`src/rtl/au_pkg.sv`:
```
// Shared helpers and mode constants for the leading-zero / normalise path.
package au_pkg;

  function automatic int clog2(input int n);
    int r;
    for (r = 0; (1 << r) < n; r++) begin
    end
    return r;
  endfunction

  localparam int   WIDTH_DEF   = 8;
  localparam int   CW          = clog2(WIDTH_DEF + 1);
  localparam logic AU_LZ_PLAIN = 1'b0;
  localparam logic AU_LZ_SIGN  = 1'b1;

endpackage

```
`src/rtl/au_lead_zero_cnt.sv`:
```
// Combinational leading-zero / redundant-sign-bit detector.
// ARCH: 0 = linear scan, 1 = log tree, 2 = one-hot priority; results are identical.
module au_lead_zero_cnt import au_pkg::*; #(
  parameter int  WIDTH = 8,
  parameter int  ARCH  = 0,
  localparam int CNT_W = clog2(WIDTH + 1)
) (
  input  logic [WIDTH-1:0] a,
  input  logic             sgn,
  output logic [WIDTH-1:0] z,
  output logic [CNT_W-1:0] cnt,
  output logic             no_det
);

  logic [WIDTH-1:0] d;
  logic [WIDTH-1:0] hot;
  logic [CNT_W-1:0] lz;

  // Sign mode becomes a plain count over the bits that differ from the sign bit.
  // NOTE: combinational blocks use blocking '=' and assign every output first, so no latch is inferred.
  always_comb begin
    d = a;
    if (sgn == AU_LZ_SIGN) d = {1'b0, a[WIDTH-2:0] ^ {(WIDTH-1){a[WIDTH-1]}}};
  end

  if (ARCH == 0) begin : g_linear
    always_comb begin
      lz  = CNT_W'(WIDTH);
      hot = '0;
      for (int i = 0; i < WIDTH; i++) begin
        if (d[i]) begin
          lz     = CNT_W'(WIDTH - 1 - i);
          hot    = '0;
          hot[i] = 1'b1;
        end
      end
    end
  end else if (ARCH == 1) begin : g_tree
    localparam int LB = clog2(WIDTH);
    localparam int P  = 1 << LB;
    always_comb begin
      logic [P-1:0]     v;
      logic [CNT_W-1:0] acc;
      v   = P'(d) << (P - WIDTH);
      acc = '0;
      for (int b = LB - 1; b >= 0; b--) begin
        if ((v >> (P - (1 << b))) == '0) begin
          acc = acc + CNT_W'(1 << b);
          v   = v << (1 << b);
        end
      end
      if (d == '0) begin
        lz  = CNT_W'(WIDTH);
        hot = '0;
      end else begin
        lz  = acc;
        hot = {1'b1, {(WIDTH-1){1'b0}}} >> acc;
      end
    end
  end else begin : g_onehot
    always_comb begin
      logic [WIDTH-1:0] s;
      s = d;
      for (int k = 1; k < WIDTH; k = k * 2) s = s | (s >> k);
      hot = s & ~(s >> 1);
      lz  = (d == '0) ? CNT_W'(WIDTH) : '0;
      for (int i = 0; i < WIDTH; i++) begin
        if (hot[i]) lz = lz | CNT_W'(WIDTH - 1 - i);
      end
    end
  end

  always_comb begin
    z      = hot;
    cnt    = lz;
    no_det = (d == '0);
    if (sgn == AU_LZ_SIGN) begin
      cnt = lz - CNT_W'(1);
      z   = (d == '0) ? WIDTH'(1) : (hot << 1);
    end
  end

endmodule

```
`src/rtl/au_lead_zero_norm_pipe.sv`:
```
// Two-stage leading-zero / redundant-sign detector with a normalising barrel shifter.
// S1 holds the word and its detect fields; S2 adds the shifted word.
module au_lead_zero_norm_pipe import au_pkg::*; #(
  parameter int  WIDTH = 8,
  parameter int  ARCH  = 0,
  localparam int CNT_W = clog2(WIDTH + 1)
) (
  input  logic             clk,
  input  logic             rst_n,
  input  logic             in_valid,
  output logic             in_ready,
  input  logic [WIDTH-1:0] a,
  input  logic             sgn,
  output logic             out_valid,
  input  logic             out_ready,
  output logic [WIDTH-1:0] z,
  output logic [CNT_W-1:0] cnt,
  output logic [WIDTH-1:0] norm,
  output logic             no_det
);

  if (WIDTH < 2 || ARCH < 0 || ARCH > 2) begin : g_bad_param
    $fatal(1, "au_lead_zero_norm_pipe: illegal WIDTH=%0d or ARCH=%0d", WIDTH, ARCH);
  end

  logic             s1_v, s1_nd, s2_v, s2_nd;
  logic [WIDTH-1:0] s1_a, s1_z, s2_z, s2_norm;
  logic [CNT_W-1:0] s1_cnt, s2_cnt;
  logic [WIDTH-1:0] det_z, shifted;
  logic [CNT_W-1:0] det_cnt;
  logic             det_nd;
  logic             s1_load, s2_load;

  au_lead_zero_cnt #(.WIDTH(WIDTH), .ARCH(ARCH)) u_cnt (
    .a     (a),
    .sgn   (sgn),
    .z     (det_z),
    .cnt   (det_cnt),
    .no_det(det_nd)
  );

  // A stage loads when empty or when its current word leaves this cycle.
  assign s2_load  = ~s2_v | out_ready;
  assign s1_load  = ~s1_v | s2_load;
  assign in_ready = s1_load;

  // One mux level per count bit; shifts of WIDTH or more clear the word.
  always_comb begin
    shifted = s1_a;
    for (int k = 0; k < CNT_W; k++) begin
      if (s1_cnt[k]) shifted = shifted << (1 << k);
    end
  end

  // NOTE: registers use non-blocking '<=' so every stage samples pre-edge values.
  // NOTE: data registers are reset as well so the outputs read zero, not X, after reset.
  always_ff @(posedge clk or negedge rst_n) begin
    if (!rst_n) begin
      s1_v   <= 1'b0;
      s1_a   <= '0;
      s1_z   <= '0;
      s1_cnt <= '0;
      s1_nd  <= 1'b0;
    end else if (s1_load) begin
      s1_v <= in_valid;
      if (in_valid) begin
        s1_a   <= a;
        s1_z   <= det_z;
        s1_cnt <= det_cnt;
        s1_nd  <= det_nd;
      end
    end
  end

  always_ff @(posedge clk or negedge rst_n) begin
    if (!rst_n) begin
      s2_v    <= 1'b0;
      s2_z    <= '0;
      s2_cnt  <= '0;
      s2_norm <= '0;
      s2_nd   <= 1'b0;
    end else if (s2_load) begin
      s2_v <= s1_v;
      if (s1_v) begin
        s2_z    <= s1_z;
        s2_cnt  <= s1_cnt;
        s2_norm <= shifted;
        s2_nd   <= s1_nd;
      end
    end
  end

  assign out_valid = s2_v;
  assign z         = s2_z;
  assign cnt       = s2_cnt;
  assign norm      = s2_norm;
  assign no_det    = s2_nd;

endmodule

```
`config.mk`:
```
export PLATFORM = sky130hd
export DESIGN_NAME = au_lead_zero_norm_pipe
export DESIGN_NICKNAME = d
export VERILOG_FILES = /design/src/rtl/au_pkg.sv /design/src/rtl/au_lead_zero_cnt.sv /design/src/rtl/au_lead_zero_norm_pipe.sv
export SDC_FILE = /design/constraint.sdc
export NUM_CORES = 1
export LEC_CHECK = 0
export BUFFER_PORTS_ARGS = -buffer_cell sky130_fd_sc_hd__clkbuf_2
export CORE_AREA = 10 10 83 85
export DETAILED_ROUTE_END_ITERATION = 12
export DIE_AREA = 0 0 93 95
export SKIP_CTS_REPAIR_TIMING = 1
export SYNTH_ARGS = -nofsm -noshare
export SYNTH_HDL_FRONTEND = slang
export SYNTH_SLANG_ARGS = --single-unit
```
`constraint.sdc`:
```
create_clock -name clk -period 1.84 [get_ports clk]
set_input_delay 0 -clock clk [delete_from_list [all_inputs] [get_ports clk]]
set_output_delay 0 -clock clk [all_outputs]
set_load 0.03 [all_outputs]
```
==> impl_metrics.toml, run 1 <==
[sta]
setup_violations = 0
hold_violations = 2
rsz0062_at_grt = "false"
worst_pin_slew_ns = 0.5497
fin_hold_ws_ns = -0.01713
fin_crit_sh_pct = 85.58
drv_slew = 0
slew_headroom_pct = 63.35
finClkSkew_ns = 0.007233
min_period_ns = 1.575
fmax_mhz = 635.1
finalSetupTns_ns = 0

[clock_network]
cts_sinks = 44
cts_inserted_buffers = 5
cts_tree = "yes"
clk_latency_ns = 0.29
cts-root-buf = "clkbuf_8"
cts_max_path_buffers = 2
htreeDepth = 2
clk_pin_slew_ns = 0.08

[yosys]
synth_top_area_cell = "dfrtp_1"
syn_nets = 255
async_reset_ff_share_pct = 100.0
syn_inst = 241
syn_avg_cell_area_um2 = 9.522
synth_seq_cells = 44
synth_area_leaders = "dfrtp_1 48%, nand2_1 8.7%, mux2_2 7.4%"
synthDistinctLibCells = 51
synthFlopType = "dfrtp_1"
synth_edf_count = 0
ys_warn_count = 0
synth_top_area_share_pct = 47.98
yosysSeqAreaShare_pct = 47.98
syn_area_um2 = 2295

[drt]
via_per_inst = 5.168
vias = 1819
routedWlPerCell_um = 14.13
dr.pass1.iters = 5
ant_nets = 0
drc = 0
routed_wl_mm = 4.972
drtIter0Drc = 61

[die]
io_pins = 36
fp.dieW_um = 93
die_y_um = 95
start_util_pct = 42.99
core_area_um2 = 5338
row_count = 27
design.die.area_um2 = 8835

[hold_path]
hp-start = "a[3]"
min_to = "s1_a[3]"
whs_path_depth = 3
hold_class = "input pin to flip-flop"

[run]
maxCapViolCount = 0

[worst_setup_path]
arrival_ns = 1.76
crit_path_start_kind = "flip-flop"
critical_path_class = "flip-flop to flip-flop"
rr_worst_depth = 4
reg2reg_to = "norm[5]"
cp_max_fo = 13
r2r_start = "s1_cnt[1]"
endpoint_kind = "flip-flop"
ff2ff_setup_slack_ns = 0.27
worstPathRequired_ns = 2.02

[pwr]
p_leak_nw = 1.294
vdd_drop_max_v = 0.0003986
power_density_nw_per_um2 = 977.1
finalPower_w = 0.002643

[run_status]
outcome = "finished, violations left"
violations = "hold timing"

[global_routing]
grt_max_degree = 45
antenna_found_initial = 0
met3_usage_pct = 3.807
grtUsageMet2_pct = 16.59
grt_pass1_vias = 1689
track_usage_pct = 11.60
use_met1_pct = 16.05
grt_first_pass_wirelength_mm = 8.335
gr-total-overflow = 0
grt_busiest_layer = "met2"

[layout]
insertedDiodeCount = 0
area_growth_pct = 17.88
final_common_cell = "nand2_1"
final_cell_mix = "53 x nand2_1, 44 x dfrtp_1, 35 x clkbuf_2"
final_layout_size_suffix_gt1_share_pct = 27.86
nets = 295

[place]
port-buffer-count = 35
place.gp.congestion = 0.8604
hpwl_mm = 3.758
==> cells by family after synthesis <==
group	after synthesis	share of synthesized area [%]
mux	25	12.27
flops	44	47.98
simple gates	95	19.03
xor+xnor	2	0.7635
fa+ha+maj	1	0.5452
buf+inv	22	4.089
compound gates	52	15.32
==> worst max path at each step <==
stage,startpoint,end,slack [ns],cells past startpoint
global route,s1_cnt[1],norm[6],0.13,5
global placement,sgn,s1_cnt[3],0.11,8
detailed placement,sgn,s1_cnt[1],0.05,8
finish,s1_cnt[1],norm[5],0.27,4
CTS,s1_cnt[1],norm[7],0.25,3
floorplan,out_valid,s1_z[2],0.06,6
==> synth_stat cells, types with 2 or more instances <==
cell      number
mux2_2        15
mux2i_1        9
a32oi_1        2
o21ai_0       13
nor3_1         4
nand3b_1       2
clkbuf_1      12
o21ai_1        6
nand2_1       53
or2_2          2
a22o_1         2
buf_1          2
nor2_1         9
or2_1          2
inv_1          3
a21oi_1        6
buf_2          3
and3_1         2
nor2b_1        5
dfrtp_1       44
and2_1         2
nand3_1        4
a211oi_1       2
o31ai_1        4
nand2b_1       5
xnor2_1        2
o22ai_1        2
==> critical path, stage by stage (launching register included) <==
cell and delay [ns]:
dfrtp_1 0.65, mux2_2 0.41, o21a_1 0.18, mux2i_1 0.15
o21ai_1 0.07
==> through the flow <==
stage | instance area (um2) | utilization (%) | setup slack, ns | instances | hold WS [ns]
final | 2705 | 50.68 | 0.2654 | 352 | -0.01713
after global routing | 2705 | 50.68 | 0.1262 | 352 | 0.001158
after CTS | 2685 | 50.30 | 0.2474 | 350 | -0.1974
after detailed placement | 2586 | 48.45 | 0.05362 | 344 | 0.1138
after global placement | 2586 | 48.45 | 0.1050 | 344 | 0.1170
after floorplan | 2296 | - | 0.05866 | 241 | -0.2956
==> layout make-up <==
class,instances,area (um2)
Clock buffer,5,68.82
Clock inverter,1,30.03
Multi-Input combinational cell,175,1100
Inverter,4,15.01
Sequential cell,44,1101
Timing Repair Buffer,51,300.3
Tap cell,72,90.09
Fill cell,540,2633
==> flip-flops by register name, indices dropped and copies added, names as in the netlist <==
register,cells
s1_v,1
out_valid,1
z,8
no_det,1
s1_cnt,4
s1_nd,1
norm,8
cnt,4
s1_a,8
s1_z,8
==> metal layers <==
metal,up-vias,wire [um]
li1,920,-
met1,853,2505
met2,42,2108
met3,4,308
met4,0,51
met5,-,0
==> where the power goes <==
part	total [W]	leakage [nW]	switching (W)	internal, W
Clock	0.000690	0.0501	0.000300	0.000390
Sequential	0.00121	0.565	0.000111	0.00110
Combinational	0.000742	0.679	0.000458	0.000283
Total	0.00264	1.29	0.000869	0.00177
(Power assumes the default switching activity.)
==> run 2: changes to the inputs <==
--- a/config.mk
+++ b/config.mk
@@ -10,4 +10,5 @@
 export DETAILED_ROUTE_END_ITERATION = 12
 export DIE_AREA = 0 0 93 95
+export REMOVE_ABC_BUFFERS = 1
 export SKIP_CTS_REPAIR_TIMING = 1
 export SYNTH_ARGS = -nofsm -noshare
==> constraint.sdc (replaced) <==
create_clock -name clk -period 1.84 [get_ports clk]
set_input_delay 0 -clock clk [delete_from_list [all_inputs] [get_ports clk]]
set_output_delay 0 -clock clk [all_outputs]
set_load 0.01 [all_outputs]
==> run 2 against run 1 <==
Clock skew is 0.0015 ns lower; critical path depth unchanged; first-iteration DRC count up 89%; core utilization grew 0.094 points; routed wire length up 3.7%; worst setup slack gained 0.020 ns; flip-flop and latch count unchanged; the run now ends clean; maximum frequency grew 1.3%.
==> impl_metrics.toml, run 2 (synthesized netlist as in run 1, its figures left out) <==
[run_status]
outcome = "finished clean"

[place]
place.gp.congestion = 0.8606
dp.cells = 344
pre_cts_ws_ns = 0.06774
hpwl_mm = 3.926
port-buffer-count = 35
post_dp_cell_area_um2 = 2586

[worst_setup_path]
endpoint_kind = "flip-flop"
crit_path_start = "s1_cnt[1]"
arrival_ns = 1.74
crit_path_start_kind = "flip-flop"
worstPathRequired_ns = 2.03
cp_max_fo = 13
ff2ff_setup_slack_ns = 0.28
crit_end = "norm[5]"
cp_cell_sequence = "mux2_2, o21a_1, mux2i_1, o21ai_1"
rr_worst_depth = 4
critical_path_class = "flip-flop to flip-flop"
worst-path-buf-inv = 0
path_delay_family = "flip-flops"
reg2reg_to = "norm[5]"
critical-path-slowest-cell = "dfrtp_1"
cp_num_cells = 4
slowest_delay_ns = 0.64
r2r_start = "s1_cnt[1]"

[drt]
ant_nets = 0
dr.pass1.iters = 4
via_per_inst = 5.197
drtIter0Drc = 115
routedWlPerCell_um = 14.53
vias = 1845
routed_wl_mm = 5.157
drc = 0

[sta]
min_period_ns = 1.555
slew_headroom_pct = 49.65
fin_crit_sh_pct = 84.51
finClkSkew_ns = 0.005695
drv_slew = 0
fmax_mhz = 643.1
fin_ws_ns = 0.2850
fin_hold_ws_ns = 0.005017
setup_violations = 0
rsz0062_at_grt = "false"
worst_pin_slew_ns = 0.7553
hold_violations = 0
finalSetupTns_ns = 0

[layout]
insertedDiodeCount = 0
area_growth_pct = 18.10
nets = 296
final_area_um2 = 2710
final_layout_size_suffix_gt1_share_pct = 27.92
register_area_um2 = 1101
fillers = 528
final_cell_mix = "53 x nand2_1, 44 x dfrtp_1, 35 x clkbuf_2"
fin_cells = 355
final_common_cell = "nand2_1"
multi_input_area_um2 = 1100

[run]
maxCapViolCount = 0

[global_routing]
grt_pass1_vias = 1870
grt_max_degree = 31
antenna_found_initial = 0
gr-total-overflow = 0
grt_first_pass_wirelength_mm = 9.087
track_usage_pct = 12.56

[pwr]
p_leak_nw = 1.293
p_int_w = 0.001690
power_density_nw_per_um2 = 900.9
power_switching_w = 0.0007516
clockPowerShare_pct = 25.4
switching_share_pct = 30.78
pwr-share-seq_pct = 49.7
vdd_drop_max_v = 0.0003448
combPwrFrac_pct = 24.9

[clock_network]
cts_inserted_buffers = 5
cts_tree = "yes"
cts_sinks = 44
cts_max_path_buffers = 2
cts-root-buf = "clkbuf_8"
clk_latency_ns = 0.29
htreeDepth = 2
clk_pin_slew_ns = 0.08

[die]
core_area_um2 = 5338
die_y_um = 95
row_count = 27
fp.dieW_um = 93
io_pins = 36
design.die.area_um2 = 8835
start_util_pct = 42.99

[hold_path]
hold_class = "input pin to flip-flop"
## run 2: changes by cell type in the layout (fill, tap and decap cells not counted), sizes merged
cell / before / now
clkbuf: 40 / 42
clkinvlp: 0 / 1
dlygate4sd3: 2 / 3
bufinv: 1 / 0
## run 2: worst reg2reg max path: cells and delay by family, from the launching register on
| family | cells | cell delay [ns] |
|---|---|---|
| compound gates | 2 | 0.26 |
| flops | 1 | 0.64 |
| mux | 2 | 0.55 |
## run 2: metal layers
| layer | track usage (%) | share of wire (%) | vias to the layer above |
|---|---|---|---|
| met5 | 0 | 0 | - |
| met4 | 6.170 | 2.4 | 0 |
| met3 | 2.538 | 5.2 | 10 |
| met2 | 19.74 | 46 | 43 |
| met1 | 16.16 | 46 | 863 |
| li1 | - | - | 929 |
## run 2: final cells by class
type                            instances  share of cell area [%]
Inverter                                4                  0.5540
Tap cell                               72                   3.324
Clock buffer                            7                   3.186
Sequential cell                        44                   40.63
Clock inverter                          1                  0.2770
Multi-Input combinational cell        175                   40.58
Timing Repair Buffer                   52                   11.45
## run 2: power groups by stage
| stage | Combinational, W | Sequential, W | Clock (W) |
|---|---|---|---|
| after floorplan | 0.000317 | 0.00126 | 0 |
| after global placement | 0.000609 | 0.00123 | 0 |
| after detailed placement | 0.000613 | 0.00123 | 0 |
| after CTS | 0.000617 | 0.00122 | 0.000651 |
| after global routing | 0.000696 | 0.00124 | 0.000693 |
| final | 0.000609 | 0.00121 | 0.000620 |
## run 2: how the worst min path moves through the flow
stage,startpoint,end,slack (ns),cells after the start
global route,a[0],s1_a[0],0.04,3
global placement,rst_n,z[4],0.1,1
floorplan,rst_n,cnt[0],-0.30,0
CTS,rst_n,z[6],-0.21,1
finish,a[0],s1_a[0],0.005,3
detailed placement,rst_n,z[4],0.12,1
## run 2: stage by stage
stage / total power (W) / utilization (%)
2_1_floorplan: 0.001573 / -
3_3_place_gp: 0.001837 / 48.45
3_5_place_dp: 0.001848 / 48.45
4_1_cts: 0.002483 / 50.21
5_1_grt: 0.002626 / 50.77
6_report: 0.002441 / 50.77
